--- src/rtl/half_adder_pkg.sv ---
// Shared constants and helpers for the half_adder_core block.
// Holds the default lane count, the default carry-event counter width
// and the saturating increment used by the optional statistics counter.
package half_adder_pkg;

  localparam int unsigned DEFAULT_WIDTH = 1;
  localparam int unsigned DEFAULT_CNT_W = 16;

  // Adds one to value unless it has already reached max. Works on a
  // 64-bit container so that any counter width up to 64 can use it.
  function automatic logic [63:0] sat_inc(input logic [63:0] value,
                                          input logic [63:0] max);
    sat_inc = (value >= max) ? value : value + 64'd1;
  endfunction

endpackage

--- src/rtl/half_adder_bit.sv ---
// One-bit combinational half adder: sum is a XOR b, carry is a AND b.
// Used once per lane by half_adder_core; it holds no state.
module half_adder_bit (
  input  logic a,
  input  logic b,
  output logic sum,
  output logic carry
);

  assign sum   = a ^ b;
  assign carry = a & b;

endmodule

--- src/rtl/half_adder_core.sv ---
// Clocked, vectorised half adder. Each lane is independent (no carry
// ripple between lanes); results appear one cycle after an accepted input
// and are flagged by out_valid. Every output comes straight from a flop.
// Optional feature macro: HALF_ADDER_STATS_EN adds the carry_cnt port and a
// saturating counter of accepted cycles whose carry_any is 1.
module half_adder_core
  import half_adder_pkg::*;
#(
  parameter int unsigned WIDTH = DEFAULT_WIDTH,
  parameter int unsigned CNT_W = DEFAULT_CNT_W
) (
  input  logic             clk,
  input  logic             rst,
  input  logic             in_valid,
  input  logic [WIDTH-1:0] a,
  input  logic [WIDTH-1:0] b,
  output logic             out_valid,
  output logic [WIDTH-1:0] sum,
  output logic [WIDTH-1:0] carry,
  output logic             carry_any
`ifdef HALF_ADDER_STATS_EN
  ,
  output logic [CNT_W-1:0] carry_cnt
`endif
);

  logic [WIDTH-1:0] sum_d;
  logic [WIDTH-1:0] carry_d;
  logic             carry_any_d;

  // Illegal widths leave an empty, named marker block in the elaborated
  // hierarchy; legal widths produce nothing here.
  if (WIDTH < 1 || WIDTH > 64 || CNT_W < 1 || CNT_W > 64) begin : g_bad_config
  end

  // One combinational half adder per lane.
  for (genvar i = 0; i < WIDTH; i++) begin : g_lane
    half_adder_bit u_bit (
      .a     (a[i]),
      .b     (b[i]),
      .sum   (sum_d[i]),
      .carry (carry_d[i])
    );
  end

  assign carry_any_d = |carry_d;

  // The valid flag follows in_valid with one cycle of delay, so every accepted
  // input yields exactly one out_valid pulse.
  always_ff @(posedge clk or posedge rst) begin
    if (rst) begin
      out_valid <= 1'b0;
    end else begin
      out_valid <= in_valid;
    end
  end

  // Result registers load only on accepted cycles and otherwise keep the
  // last result visible.
  always_ff @(posedge clk or posedge rst) begin
    if (rst) begin
      sum       <= '0;
      carry     <= '0;
      carry_any <= 1'b0;
    end else if (in_valid) begin
      sum       <= sum_d;
      carry     <= carry_d;
      carry_any <= carry_any_d;
    end
  end

`ifdef HALF_ADDER_STATS_EN
  localparam logic [63:0] CntMax = 64'({CNT_W{1'b1}});

  // Count accepted cycles that produce a carry in any lane, stopping at the
  // all-ones value instead of wrapping.
  always_ff @(posedge clk or posedge rst) begin
    if (rst) begin
      carry_cnt <= '0;
    end else if (in_valid && carry_any_d) begin
      carry_cnt <= CNT_W'(sat_inc(64'(carry_cnt), CntMax));
    end
  end
`else
  // Statistics build option is off: no counter and no carry_cnt port.
`endif

endmodule

--- config.mk ---
export PLATFORM = sky130hd
export DESIGN_NAME = half_adder_core
export DESIGN_NICKNAME = d
export VERILOG_FILES = /design/src/rtl/half_adder_pkg.sv /design/src/rtl/half_adder_bit.sv /design/src/rtl/half_adder_core.sv
export SDC_FILE = /design/constraint.sdc
export NUM_CORES = 1
export LEC_CHECK = 0
export ABC_AREA = 1
export CORE_AREA = 2 2 39 41
export CTS_CLUSTER_DIAMETER = 80
export DETAILED_ROUTE_END_ITERATION = 10
export DIE_AREA = 0 0 41 43
export DONT_BUFFER_PORTS = 1
export PLACE_DENSITY_LB_ADDON = 0.2
export SETUP_SLACK_MARGIN = 0.3
export SKIP_LAST_GASP = 1
export SYNTH_ARGS = -nofsm -noshare
export SYNTH_HDL_FRONTEND = slang
export SYNTH_SLANG_ARGS = --single-unit
--- constraint.sdc ---
create_clock -name clk -period 1.2 [get_ports clk]
set_clock_uncertainty 0.1 [all_clocks]
set_input_delay 0.12 -clock clk [delete_from_list [all_inputs] [get_ports clk]]
set_output_delay 0.12 -clock clk [all_outputs]
set_load 0.05 [all_outputs]
* Word level (Yosys, flattened, before mapping)
Cells that the tools add are included.
Widths: inputs -> output; s select.
** Storage, ports and cells
- Bits in registers :: 3
- Latch bits :: 0
- Bits in writable memories :: 0
- Bits in read-only memories :: 0
- Bits of input ports :: 5
- Logic and storage cells :: 5
- Memories :: 0
** Operators by class
- Add/subtract/negate cells :: 0
- $mul :: 0
- Divide/modulo/power cells :: 0
- $lt $le $gt $ge :: 0
- Eq/ne operators :: 0
- Shift operators :: 0
- Multiplexer cells :: 0
- Bitwise gates (word level) :: 2
- Reduce and logical (&&, ||, !) cells :: 0
** Operators by type and width (count)
- $and 1x1->1 :: 1
- $xor 1x1->1 :: 1

* Depth between registers and ports, before layout
- Depth in word-level cells :: 1
- Depth in mapped cells :: 3
- Mapped depth without buffers :: 3

* Modules after synthesis
A second synthesis with hierarchy kept.
** Second synthesis, totals
- Cells, all modules :: 13
- Area, all modules :: 125.1 um2
** Modules (own cells, without submodules)
- half_adder_core :: times used 1, cells an instance 12, area each 112.6 um2, sequential area each 75.1 um2
- half_adder_bit :: times used 1, cells an instance 1, area each 12.5 um2, sequential area each 0.0 um2

* Worst setup path after synthesis
Ideal clock, no wire load.
- Path kind :: flip-flop to output port
- Start point :: register carry (netlist name)
- End point :: output carry_any
- Arrival time :: 0.904 ns
- Required time :: 0.980 ns
- Slack :: 0.076 ns
- Stages on the path, launching flop included :: 2
- Buffers on the path :: 1
- Path through :: dfrtp_1 buf_4
** RTL lines
- end: declaration :: line half_adder_core.sv:20 : output logic carry_any

* Worst setup path in the final report
- Start point :: register carry
- End point :: output carry
** RTL lines
- start: declaration :: line half_adder_core.sv:19 : output logic [WIDTH-1:0] carry,
- start signal: assignment :: line half_adder_core.sv:67 : carry <= carry_d;
No word-level cell between the ends.

==> impl_metrics.py <==
metrics = {
    "timing": {
        "fin_crit_ns": 1.04,
        "fmax_ghz": 0.959,
        "final.period_utilization": 0.869,
        "worst_slack_ns": 0.157,
        "max-slew-margin-rel": 0.815,
        "timing.final.max_slew_violations": 0,
        "setup_viol": 0,
        "final_hold_viol_count": 0,
        "setup_repair_after_global_routing_missed_its_margin": "true",
        "final.setup.tns_ns": 0,
        "transition_time_at_the_pin_with_the_least_slew_margin_ns": 0.277,
    },
    "critical_path": {
        "cp_launch_type": "register",
        "crit_path_max_fanout": 2,
        "timing.critical_path.required_ns": 0.98,
        "max_stage_delay_ns": 0.42,
        "timing.critical_path.cells": "buf_12",
        "cp_top_family": "flip-flops",
        "worstPathArrival_ns": 0.82,
        "slowest_stage": "sky130_fd_sc_hd__dfrtp_2",
        "critical_path_class": "reg2out",
        "timing.critical_path.to_type": "output port",
        "cp_num_buf_inv": 1,
    },
    "floorplanning": {
        "floorplan.initialDensity": 0.0904,
        "core-area_sq_um": 1380,
        "die_area_sq_um": 1760,
        "fp.dieH_microns": 43,
        "die-width_microns": 41,
        "standard_cell_rows": 14,
        "floorplan.io_pins": 9,
    },
    "synthesis": {
        "synthesis.area_sq_um": 125,
        "synth_adder_area_share": 0.100,
        "synth-seq-cells": 3,
        "syn_inst": 13,
        "synth_compound_area_frac": 0,
        "synth_top_family_by_area": "simple AND/OR/NAND/NOR gates",
        "synthMuxAreaShare": 0,
        "yosysMostFrequentCell": "sky130_fd_sc_hd__nand2_1",
        "synthDistinctLibCells": 5,
        "synth_edf_count": 0,
        "synth_simple_gate_area_frac": 0.180,
        "yosys_most_used_dff": "sky130_fd_sc_hd__dfrtp_1",
        "yosysTopAreaCellShare": 0.600,
        "yosys_warnings": 0,
        "synth_xor_area_frac": 0,
        "most_numerous_cell_types_in_the_synthesized_netlist": "6 x sky130_fd_sc_hd__nand2_1, 3 x sky130_fd_sc_hd__dfrtp_1, 2 x sky130_fd_sc_hd__inv_1",
        "synthesis.area_per_instance_sq_um": 9.62,
        "proportion_of_register_bits_with_asynchronous_set_or_reset_after_synthesis": 1.00,
        "net_count_of_the_mapped_netlist": 19,
        "synth.largest_area_cell": "sky130_fd_sc_hd__dfrtp_1",
        "synth.yosys.seq_area_share": 0.600,
        "yosys-top-cells-area": "sky130_fd_sc_hd__dfrtp_1 60%, sky130_fd_sc_hd__nand2_1 18%, sky130_fd_sc_hd__ha_1 10%",
    },
    "clock_tree": {
        "cts_buffer_depth": 2,
        "cts.root.buffer_cell": "sky130_fd_sc_hd__clkbuf_4",
        "numClockSinks": 3,
        "cts_tree": "yes",
        "clock_insertion_delay_worst_skew_ns": 0.23,
        "number_of_buffers_created_by_cts": 3,
        "cts_max_level": 1,
        "clock_pin_slew_worst_setup_and_hold_paths_ns": 0.04,
    },
    "final_layout": {
        "layout-area-overhead-vs-synth_pct": 70.0,
        "diodes": 0,
        "fin_nets": 26,
        "final_util": 0.154,
        "layoutNonFillerInstCount": 35,
        "layout-drive-gt1-share": 0.421,
    },
    "place": {
        "placed_cells_incl_taps": 29,
        "placement.setup.worst_slack_ns": 0.321,
        "gpl.final_weighted_congestion": 0.557,
        "place.detailed.hpwl_microns": 196,
        "place.port_buffers": 0,
    },
    "detailed_routing": {
        "final_antenna_net_count": 0,
        "vias_per_cell": 2.80,
        "drt_pre_antenna_iters": 3,
        "detail_route.iter0.violations": 6,
        "wl_per_cell_microns": 7.91,
        "route.detailed.drc": 0,
        "detail_route.wirelength_microns": 277,
        "vias": 98,
    },
    "global_routing": {
        "globalRouteTotalUtil": 0.0503,
        "antenna_found_initial": 0,
        "wire_length_of_the_first_global_routing_pass_microns": 448,
        "vias_in_the_first_global_route": 107,
        "grt_start_max_net_pins": 5,
        "globalRouteOverflowTotal": 0,
    },
    "hold_path": {
        "min_path_type": "in2reg",
    },
    "run_status": {
        "outcome": "completed",
    },
    "power": {
        "ir_drop_mv": 0.513,
        "power_mw": 0.372,
        "power.density_nw_per_um2": 1750,
        "static-leakage-power_nw": 0.110,
    },
    "run": {
        "drv.max_cap_violation_count": 0,
    },
}
==> sequential cells by signal, indices dropped and copies added, names as in the netlist <==
register and count:
carry 1, out_valid 1, sum 1
==> where the power goes <==
group          internal, mW  total, mW  switching, mW
registers             0.112      0.140         0.0285
clock network         0.125      0.181         0.0558
logic                0.0201     0.0508         0.0307
==> path summary, 6_finish.rpt <==
check / start / end / slack [ns] / depth (start not counted)
worst max-delay path: carry / carry / 0.16 / 1
worst min-delay path: b / sum / 0.03 / 3
worst max register to register: sum / sum / 0.34 / 2
worst min register to register: carry / carry / 0.42 / 2
max in group asynchronous: rst / sum / 0.77 / 2
min in group asynchronous: rst / out_valid / 0.09 / 2
==> through the flow <==
stage,cell area [sq um],hold WS (ns)
after floorplan,135,-0.226
after global placement,160,-0.220
after detailed placement,160,-0.214
after CTS,208,0.0149
after global routing,213,0.0504
final,213,0.0255
==> per-layer routing <==
metal / vias up / share of wire / wire length [microns] / global-route usage
met2: 12 / 0.21 / 58 / 0.0281
met3: 0 / 0.27 / 74 / 0.0995
li1: 50 / - / - / -
met4: 0 / 0 / 0 / 0.0400
met5: - / 0 / 0 / 0
met1: 36 / 0.52 / 144 / 0.0518
==> cell usage in the layout, fill, tap and decap left out <==
cell type | Yosys | layout
sky130_fd_sc_hd__nand2_1 | 6 | 5
sky130_fd_sc_hd__dfrtp_2 | 0 | 3
sky130_fd_sc_hd__clkbuf_4 | 0 | 3
sky130_fd_sc_hd__inv_1 | 2 | 2
sky130_fd_sc_hd__nand2_2 | 0 | 1
sky130_fd_sc_hd__ha_1 | 1 | 1
sky130_fd_sc_hd__clkbuf_1 | 0 | 1
sky130_fd_sc_hd__dlygate4sd3_1 | 0 | 1
sky130_fd_sc_hd__dlymetal6s4s_1 | 0 | 1
sky130_fd_sc_hd__buf_12 | 0 | 1
==> area by class of cell <==
cell class              instances  area (sq um)
clock buffers                   4          26.3
fillers                       152          1170
inverters                       2          7.51
multi-input cells               7          37.5
flip-flops and latches          3          78.8
well taps                      16          20.0
repair buffers                  3          42.5
==> what timing repair did <==
item,4_1_cts,5_1_grt
pin swaps,0,1
hold endpoints to repair,6,0
buffers inserted,0,0
hold buffers,2,0
gates resized for setup,1,2
endpoints found under the setup margin,4,6
==> cell families after synthesis <==
| group | count (synthesis) |
|---|---|
| simple gates | 6 |
| flops | 3 |
| buf+inv | 3 |
| fa+ha+maj | 1 |
Power figures use the tool's default switching activity.
